**config.mk**
```make
export PLATFORM = sky130hd
export DESIGN_NAME = arbitro_balance
export DESIGN_NICKNAME = d
export VERILOG_FILES = /design/src/rtl/arbitro_balance_pkg.sv /design/src/rtl/arbitro_balance_rr.sv /design/src/rtl/arbitro_balance.sv
export SDC_FILE = /design/constraint.sdc
export NUM_CORES = 2
export LEC_CHECK = 0
export BUFFER_PORTS_ARGS = -buffer_cell sky130_fd_sc_hd__buf_2
export CORE_AREA = 3 3 320 322
export CTS_CLUSTER_DIAMETER = 40
export DETAILED_ROUTE_END_ITERATION = 12
export DIE_AREA = 0 0 323 325
export GPL_TIMING_DRIVEN = 0
export PLACE_DENSITY = 0.77
export SLEW_MARGIN = 5
export SYNTH_ARGS = -nofsm -noshare
export SYNTH_HDL_FRONTEND = slang
export SYNTH_SLANG_ARGS = --single-unit
```
**constraint.sdc**
```tcl
create_clock -name clk -period 5.5 [get_ports clk]
set_clock_uncertainty 0.05 [all_clocks]
set_input_delay 0.825 -clock clk [delete_from_list [all_inputs] [get_ports clk]]
set_output_delay 0.825 -clock clk [all_outputs]
set_load 0.05 [all_outputs]
```
**src/rtl/arbitro_balance_pkg.sv**
```systemverilog
// Shared constants, FSM encodings and result type for the ATM balance arbiter.
package arbitro_balance_pkg;

    localparam int N_CAJEROS = 4;
    localparam int N_CUENTAS = 16;
    localparam int MONTO_W   = 32;
    localparam int BAL_W     = 64;
    localparam int CTA_W     = 4;
    localparam int IDX_W     = 2;

    localparam logic [1:0] ST_IDLE = 2'd0;
    localparam logic [1:0] ST_LEER = 2'd1;
    localparam logic [1:0] ST_CALC = 2'd2;
    localparam logic [1:0] ST_RESP = 2'd3;

    // Outcome of one transaction: exactly one flag set, valor is the balance to report.
    typedef struct packed {
        logic             ok;
        logic             insuf;
        logic             desb;
        logic [BAL_W-1:0] valor;
    } resultado_t;

    // One-hot to binary index; input is guaranteed one-hot by the picker.
    function automatic logic [IDX_W-1:0] onehot_a_idx(input logic [N_CAJEROS-1:0] oh);
        logic [IDX_W-1:0] idx;
        idx = '0;
        for (int i = 0; i < N_CAJEROS; i++) begin
            if (oh[i]) idx = IDX_W'(i);
        end
        return idx;
    endfunction

endpackage

```
**src/rtl/arbitro_balance_rr.sv**
```systemverilog
// Round-robin picker: first requester scanning upward from ptr+1, wrapping.
module rr_prioridad
    import arbitro_balance_pkg::*;
(
    input  logic [N_CAJEROS-1:0] req,
    input  logic [IDX_W-1:0]     ptr,
    output logic [N_CAJEROS-1:0] gnt,
    output logic                 vld
);

    logic [IDX_W-1:0] idx;

    // Offsets 1..4 from ptr; offset 4 wraps back onto ptr itself, giving it lowest priority.
    always_comb begin
        gnt = '0;
        vld = 1'b0;
        idx = '0;
        for (int i = 1; i <= N_CAJEROS; i++) begin
            idx = ptr + IDX_W'(i);
            if (!vld && req[idx]) begin
                gnt[idx] = 1'b1;
                vld      = 1'b1;
            end
        end
    end

endmodule

```
**src/rtl/arbitro_balance.sv**
```systemverilog
// Four-ATM arbiter over sixteen 64-bit account balances, one transaction in flight.
module arbitro_balance
    import arbitro_balance_pkg::*;
(
    input  logic                         clk,
    input  logic                         rst,
    input  logic [N_CAJEROS-1:0]         REQ,
    input  logic [N_CAJEROS-1:0]         TIPO_TRANS,
    input  logic [N_CAJEROS*MONTO_W-1:0] MONTO,
    input  logic [N_CAJEROS*CTA_W-1:0]   CUENTA,
    input  logic                         CARGA_STB,
    input  logic [CTA_W-1:0]             CARGA_CUENTA,
    input  logic [BAL_W-1:0]             CARGA_VALOR,
    output logic [N_CAJEROS-1:0]         GNT,
    output logic                         DONE,
    output logic                         BALANCE_ACTUALIZADO,
    output logic                         FONDOS_INSUFICIENTES,
    output logic                         DESBORDE,
    output logic [BAL_W-1:0]             BALANCE_OUT
);

    logic [1:0]           estado;
    logic [IDX_W-1:0]     ptr;
    logic [IDX_W-1:0]     win;
    logic                 tipo_l;
    logic [MONTO_W-1:0]   monto_l;
    logic [CTA_W-1:0]     cuenta_l;
    logic [BAL_W-1:0]     bal_trab;
    resultado_t           res_p1;
    logic                 vld_p1;
    logic [BAL_W-1:0]     saldos [N_CUENTAS];

    logic [N_CAJEROS-1:0] rr_gnt;
    logic                 rr_vld;
    logic [IDX_W-1:0]     rr_idx;

    // Deposit rejects on carry out of 64 bits; withdrawal rejects when amount exceeds balance.
    function automatic resultado_t calcular(input logic tipo,
                                            input logic [MONTO_W-1:0] monto,
                                            input logic [BAL_W-1:0] bal);
        resultado_t       r;
        logic [BAL_W:0]   suma;
        logic [BAL_W-1:0] monto_ext;
        r         = '0;
        monto_ext = {{(BAL_W-MONTO_W){1'b0}}, monto};
        suma      = {1'b0, bal} + {1'b0, monto_ext};
        if (!tipo) begin
            if (suma[BAL_W]) begin
                r.desb  = 1'b1;
                r.valor = bal;
            end else begin
                r.ok    = 1'b1;
                r.valor = suma[BAL_W-1:0];
            end
        end else if (monto_ext <= bal) begin
            r.ok    = 1'b1;
            r.valor = bal - monto_ext;
        end else begin
            r.insuf = 1'b1;
            r.valor = bal;
        end
        return r;
    endfunction

    rr_prioridad u_rr (
        .req (REQ),
        .ptr (ptr),
        .gnt (rr_gnt),
        .vld (rr_vld)
    );

    assign rr_idx = onehot_a_idx(rr_gnt);

    // Transaction FSM; CALC spends two cycles so the 64-bit add is registered before the write.
    always_ff @(posedge clk) begin
        if (rst) begin
            estado               <= ST_IDLE;
            ptr                  <= IDX_W'(N_CAJEROS - 1);
            win                  <= '0;
            tipo_l               <= 1'b0;
            monto_l              <= '0;
            cuenta_l             <= '0;
            bal_trab             <= '0;
            res_p1               <= '0;
            vld_p1               <= 1'b0;
            GNT                  <= '0;
            DONE                 <= 1'b0;
            BALANCE_ACTUALIZADO  <= 1'b0;
            FONDOS_INSUFICIENTES <= 1'b0;
            DESBORDE             <= 1'b0;
            BALANCE_OUT          <= '0;
            for (int i = 0; i < N_CUENTAS; i++) saldos[i] <= '0;
        end else begin
            case (estado)
                ST_IDLE: begin
                    if (CARGA_STB) begin
                        saldos[CARGA_CUENTA] <= CARGA_VALOR;
                    end else if (rr_vld) begin
                        win      <= rr_idx;
                        ptr      <= rr_idx;
                        tipo_l   <= TIPO_TRANS[rr_idx];
                        monto_l  <= MONTO[rr_idx*MONTO_W +: MONTO_W];
                        cuenta_l <= CUENTA[rr_idx*CTA_W +: CTA_W];
                        GNT      <= rr_gnt;
                        estado   <= ST_LEER;
                    end
                end
                // ---- stage p0: fetch balance of the latched account ----
                ST_LEER: begin
                    bal_trab <= saldos[cuenta_l];
                    estado   <= ST_CALC;
                end
                // ---- stage p1: arithmetic result, then commit with DONE ----
                ST_CALC: begin
                    if (!vld_p1) begin
                        res_p1 <= calcular(tipo_l, monto_l, bal_trab);
                        vld_p1 <= 1'b1;
                    end else begin
                        vld_p1 <= 1'b0;
                        if (res_p1.ok) saldos[cuenta_l] <= res_p1.valor;
                        DONE                 <= 1'b1;
                        BALANCE_ACTUALIZADO  <= res_p1.ok;
                        FONDOS_INSUFICIENTES <= res_p1.insuf;
                        DESBORDE             <= res_p1.desb;
                        BALANCE_OUT          <= res_p1.valor;
                        estado               <= ST_RESP;
                    end
                end
                ST_RESP: begin
                    if (!REQ[win]) begin
                        GNT                  <= '0;
                        DONE                 <= 1'b0;
                        BALANCE_ACTUALIZADO  <= 1'b0;
                        FONDOS_INSUFICIENTES <= 1'b0;
                        DESBORDE             <= 1'b0;
                        BALANCE_OUT          <= '0;
                        estado               <= ST_IDLE;
                    end
                end
                default: estado <= ST_IDLE;
            endcase
        end
    end

endmodule

```
Word-level counts from Yosys, hierarchy flattened
Memories as Yosys holds them, arrays and structs flattened. A register that Yosys moved wholly into a read port is not among the register bits.
Cells that the tools add are included.
{"block": "totals", "mem_bits_rw": 1024, "input_bits": 223, "ff_bits": 183, "n_memories": 1, "output_inout_bits": 72}
{"name": "saldos", "words": 16, "width": 64, "rd": 1, "rd_ports_with_merged_regs": 1, "wr": 16, "line_no": "arbitro_balance.sv:31", "source": "logic [BAL_W-1:0] saldos [N_CUENTAS];"}
{"block": "op_classes", "n_mux": 80, "reduce_logical": 20, "shifts": 2, "bitwise_logic": 5, "n_eq_ne": 7, "magnitude_cmp": 11, "n_addsub": 5}
{"op": "$mux W64", "count": 7}
{"op": "$pmux W64 S2", "count": 1}
{"op": "$reduce_or A64 Y1", "count": 2}
{"op": "$shiftx A128 B8 Y32", "count": 1}
{"op": "$add A64 B32 Y65", "count": 1}
{"op": "$le A32 B64 Y1", "count": 1}
{"op": "$sub A64 B32 Y64", "count": 1}
{"op": "$mux W1", "count": 41}
{"op": "$mux W4", "count": 9}
{"op": "$lt A2 B3 Y1 const B", "count": 6}
{"op": "$shiftx A16 B5 Y4", "count": 1}
{"op": "$bmux W1 S2", "count": 6}
{"op": "$mux W2", "count": 6}
{"op": "$or A4 B4 Y4", "count": 3}
{"op": "$demux W1 S2", "count": 4}
{"op": "$ge A2 B1 Y1 const B", "count": 4}
{"op": "$ne A2 B2 Y1 const B", "count": 4}
{"op": "$pmux W1 S2", "count": 4}
{"op": "$pmux W2 S4", "count": 1}
{"op": "$pmux W4 S2", "count": 1}
{"op": "$reduce_and A4 Y1", "count": 2}
{"op": "$logic_and A1 B1 Y1", "count": 7}
{"op": "$reduce_and A3 Y1", "count": 2}
{"op": "$add A2 B2 Y2 const B", "count": 2}
{"op": "other kinds (8)", "count": 13}

Logic depth before layout (Yosys ltp)
{"block": "logic_depth", "depth_word": 18, "ltp_mapped": 14, "depth_no_buf": 12}

By module
From an unflattened synthesis, not the netlist that was laid out.
{"block": "unflattened", "cells_unflattened": 4766, "hier_area_um2": 59578.4}
{"module": "arbitro_balance", "area_per_inst_um2": 59163.0, "cells_each": 4718, "n_inst": 1}
{"module": "rr_prioridad", "area_per_inst_um2": 415.4, "cells_each": 48, "n_inst": 1}

Worst setup path before layout
Ideal clock, no wire load.
{"block": "synth_path", "kind": "in2reg", "from": "input port rst", "to": "memory saldos[5][0], enable pin", "n_path_buf": 3, "setup_time_ns": 0.688, "path_stages": 9, "path_slack_ns": 1.108, "arrival_time_ns": 3.654, "cell_sequence": "clkbuf_1 inv_1 nand4_1 and4_1 a32o_1 nand2_1 clkbuf_1 buf_1 nand2_1"}
{"item": "from (decl)", "line_no": "arbitro_balance.sv:6", "source": "input logic rst,"}
{"item": "to (decl)", "line_no": "arbitro_balance.sv:31"}

Worst setup path in the final report
{"block": "layout_path", "from": "register monto_l[23]", "to": "register res_p1[17] (netlist bit)"}
{"block": "layout_between", "elab_chain_len": 3, "elab_cells_between_ends": 5, "cone_classes": "1 x add/sub; 1 x order compare; 3 x mux"}
{"item": "from (decl)", "line_no": "arbitro_balance.sv:26", "source": "logic [MONTO_W-1:0] monto_l;"}
{"item": "from (signal assigned)", "line_no": "arbitro_balance.sv:102", "source": "monto_l <= MONTO[rr_idx*MONTO_W +: MONTO_W];"}
{"item": "$add A64 B32 Y65 or $le A32 B64 Y1 (tied branches)", "line_no": "arbitro_balance.sv:46, arbitro_balance.sv:55"}
{"item": "$mux W64 (on tied branches)", "line_no": "arbitro_balance.sv:48, arbitro_balance.sv:55"}
{"item": "$mux W64 *", "line_no": "arbitro_balance.sv:47", "source": "if (!tipo) begin"}
{"item": "to (signal assigned)", "line_no": "arbitro_balance.sv:116", "source": "res_p1 <= calcular(tipo_l, monto_l, bal_trab);"}
{"item": "to (decl)", "line_no": "arbitro_balance.sv:29", "source": "resultado_t res_p1;"}
Every way passes the cells marked *; elsewhere a longest branch is shown, timed or not.
A chain may end at the register's enable or synchronous reset.

==> metrics.txt <==
Core Area 0.0999 mm^2; Worst-path clk slew 50 ps; CTS Root Cell clkbuf_16; Post-Route WL 202 mm; clock buffer depth 3; Setup violations, final 0; pwr dens 504 mW/mm^2; Required @ worst endpoint 6080 ps; Min Hold Slack 353 ps; Top FF cell, synth edfxtp_1; Psw 12.9 mW; startpoint types flip-flop; first-pass GRT wire length 291 mm; Worst Tran Pin Value ~1500 ps; Clk pwr share between 20 and 30%; WHS Path Cells 3; first drt pass iteration count 6; Switching Fraction between 30% and 40%; Final Hold Viols 0; RSZ-0062 raised after global routing false; vias in the first global route 44000; largest net degree at the start of global routing 57; nets between 5000 and 6000; R2R depth 13; syn_area_per_cell 12.6 um^2; Static Leak 25.4 nW; share of flip-flops with an asynchronous set or reset 0%; combinational fraction of design power between 30% and 40%; Syn-to-layout area delta 14.6%; synthesized netlist cell count 4743; final cell count without fillers 6632; R2R Setup Slk about 160 ps; clk sinks 1271; Routed WL per cell between 30 and 40 um; CTS Buf Count 152; initial antenna violation count 10; FF+latch count, synth 1271; # port buffers ~290; commonest non-fill, non-tap cells in the layout nor2_1 (1338), edfxtp_1 (1024), clkbuf_1 (336), buf_2 (329), mux4_2 (325); H-tree depth 4; fin worst setup slack 159 ps; layout cell share with drive strength beyond 1 18.1%; Critical Path End Type flip-flop; failing checks capacitance limit; Seq pwr share 34.6%; fin. max-slew vios 0; Distinct cells, synth 88; Yosys top cell area share between 50% and 60%; status finished, violations left; Tmin final between 5000 and 6000 ps; sequential element share of the synthesized area 59.9%; CTS tree built; drt drc 0; cell accounting for the most synthesized area edfxtp_1; DPL Wire Length 147 mm; IO Pins 295; WS Path Type reg -> reg; highest clock rate 187 MHz; DP Worst Slack -278 ps; max cap viols 2; site row count about 120; Ys Warns 0; Max FO, Critical Path 10; Final GP Congestion just over 1; worst path arrival time approximately 5900 ps; Rel. slew slack less than 1%; Mapped Area 0.0596 mm^2; dpl cells ~6400; Synth Net Count 5043; Post-CTS Hold Buffers 0; number of synthesized flops with an enable pin approximately 1000; Clock Latency Late Sink a little under 800 ps; via count between 40000 and 50000; Total GRT Usage 38.4%; fin crit share 97.1%; Min-Delay Path Class in -> reg; die width around 320 um; total gr overflow 0; Int Power 21.5 mW; DRT iter0 DRCs 6140; die height between 300 and 400 um; Routed Antenna Nets 0; die area about 0.10 mm^2; Starting Density 59.7%; Peak VDD IR 0.366 mV; most common cell after layout, fill and taps aside nor2_1; post-DR vias/cell ~6.7; largest cells by area after synthesis edfxtp_1 (52%), mux4_2 (12%), nor2_1 (8.4%)
## per-layer routing
layer	global-route usage (%)	share of wire [%]	vias to the layer above
met2	61.9	47	3160
met1	47.7	34	22000
li1	-	-	18600
met4	20.7	6.1	10
met3	10.3	12	612
met5	0	0.027	-
## worst max-delay path, cell delays in order (launching register included)
cell and delay, ps:
dfxtp_1 400, inv_1 120, ha_1 370, nor4_2 610, nand3_1 320, nor3_1 680, and4_1 300, o21ai_1 200
nand2_1 420, buf_2 450, clkbuf_2 520, o22ai_1 150, o21ai_0 450, a211oi_1 130
## through the flow
| stage | instance area [um^2] | power, mW | TNS, ps | utilization, % |
|---|---|---|---|---|
| floorplan | 59600 | 19.7 | 0 | - |
| global placement | 62700 | 23.9 | -1881640 | 62.8 |
| detailed placement | 63200 | 24.0 | -26740 | 63.3 |
| CTS | 68300 | 34.0 | 0 | 68.4 |
| global route | 68300 | 35.4 | 0 | 68.3 |
| finish | 68300 | 34.4 | 0 | 68.4 |
## worst paths after layout
kind	end	startpoint
max	res_p1[17]	monto_l[23]
min	monto_l[18]	MONTO[114]
max reg2reg	res_p1[17]	monto_l[23]
min reg2reg	GNT[2]	GNT[2]
## flip-flops by register name (all words and copies together) (netlist names), 2 cells and up
name	count
saldos	1024
monto_l	32
res_p1	67
GNT	4
ptr	2
cuenta_l	4
win	2
estado	2
BALANCE_OUT	64
bal_trab	64
## power groups by stage
stage | Sequential (mW) | Combinational [mW] | Clock (mW)
global placement | 12.0 | 11.9 | 0
detailed placement | 12.0 | 12.0 | 0
global route | 12.0 | 13.0 | 10.4
CTS | 11.9 | 12.1 | 10.0
floorplan | 11.7 | 7.96 | 0
finish | 11.9 | 12.5 | 10.0
## kinds of logic (layout without fill, tap and decap cells)
| group | after synthesis | after routing | synth area share [%] |
|---|---|---|---|
| simple gates | 1775 | 1775 | 12.5 |
| flops | 1271 | 1271 | 59.9 |
| compound gates | 610 | 610 | 7.38 |
| buf+inv | 505 | 1093 | 3.31 |
| mux | 498 | 498 | 15.2 |
| fa+ha+maj | 77 | 77 | 1.64 |
| xor+xnor | 7 | 7 | 0.103 |
| other cells | 0 | 3 | 0 |
## what timing repair did
item	in CTS	in global routing
endpoints found under the setup margin	588	135
gates resized for setup	3	2
buffers inserted	0	0
## cell type report
type,instances,area [um^2]
diodes,3,7.51
flip-flops and latches,1271,35700
well taps,1298,1620
plain buffers,421,1660
repair buffers,310,1890
fillers,6755,31600
inverters,83,313
clock buffers,180,4100
clock inverters,99,926
multi-input cells,2967,22000
## synthesized netlist by cell type (all sizes together) (24+ instances only)
cell type     n
a221oi       58
o21ai        70
clkbuf      322
a211o        38
nand2       132
nand3        54
dfxtp       247
mux4        325
inv          82
nor4         29
edfxtp     1024
buf         100
mux2i       173
ha           75
a211oi       33
a22oi        73
nor3         65
nor2       1338
nand4        24
a21oi       130
Power figures use the tool's default switching activity.
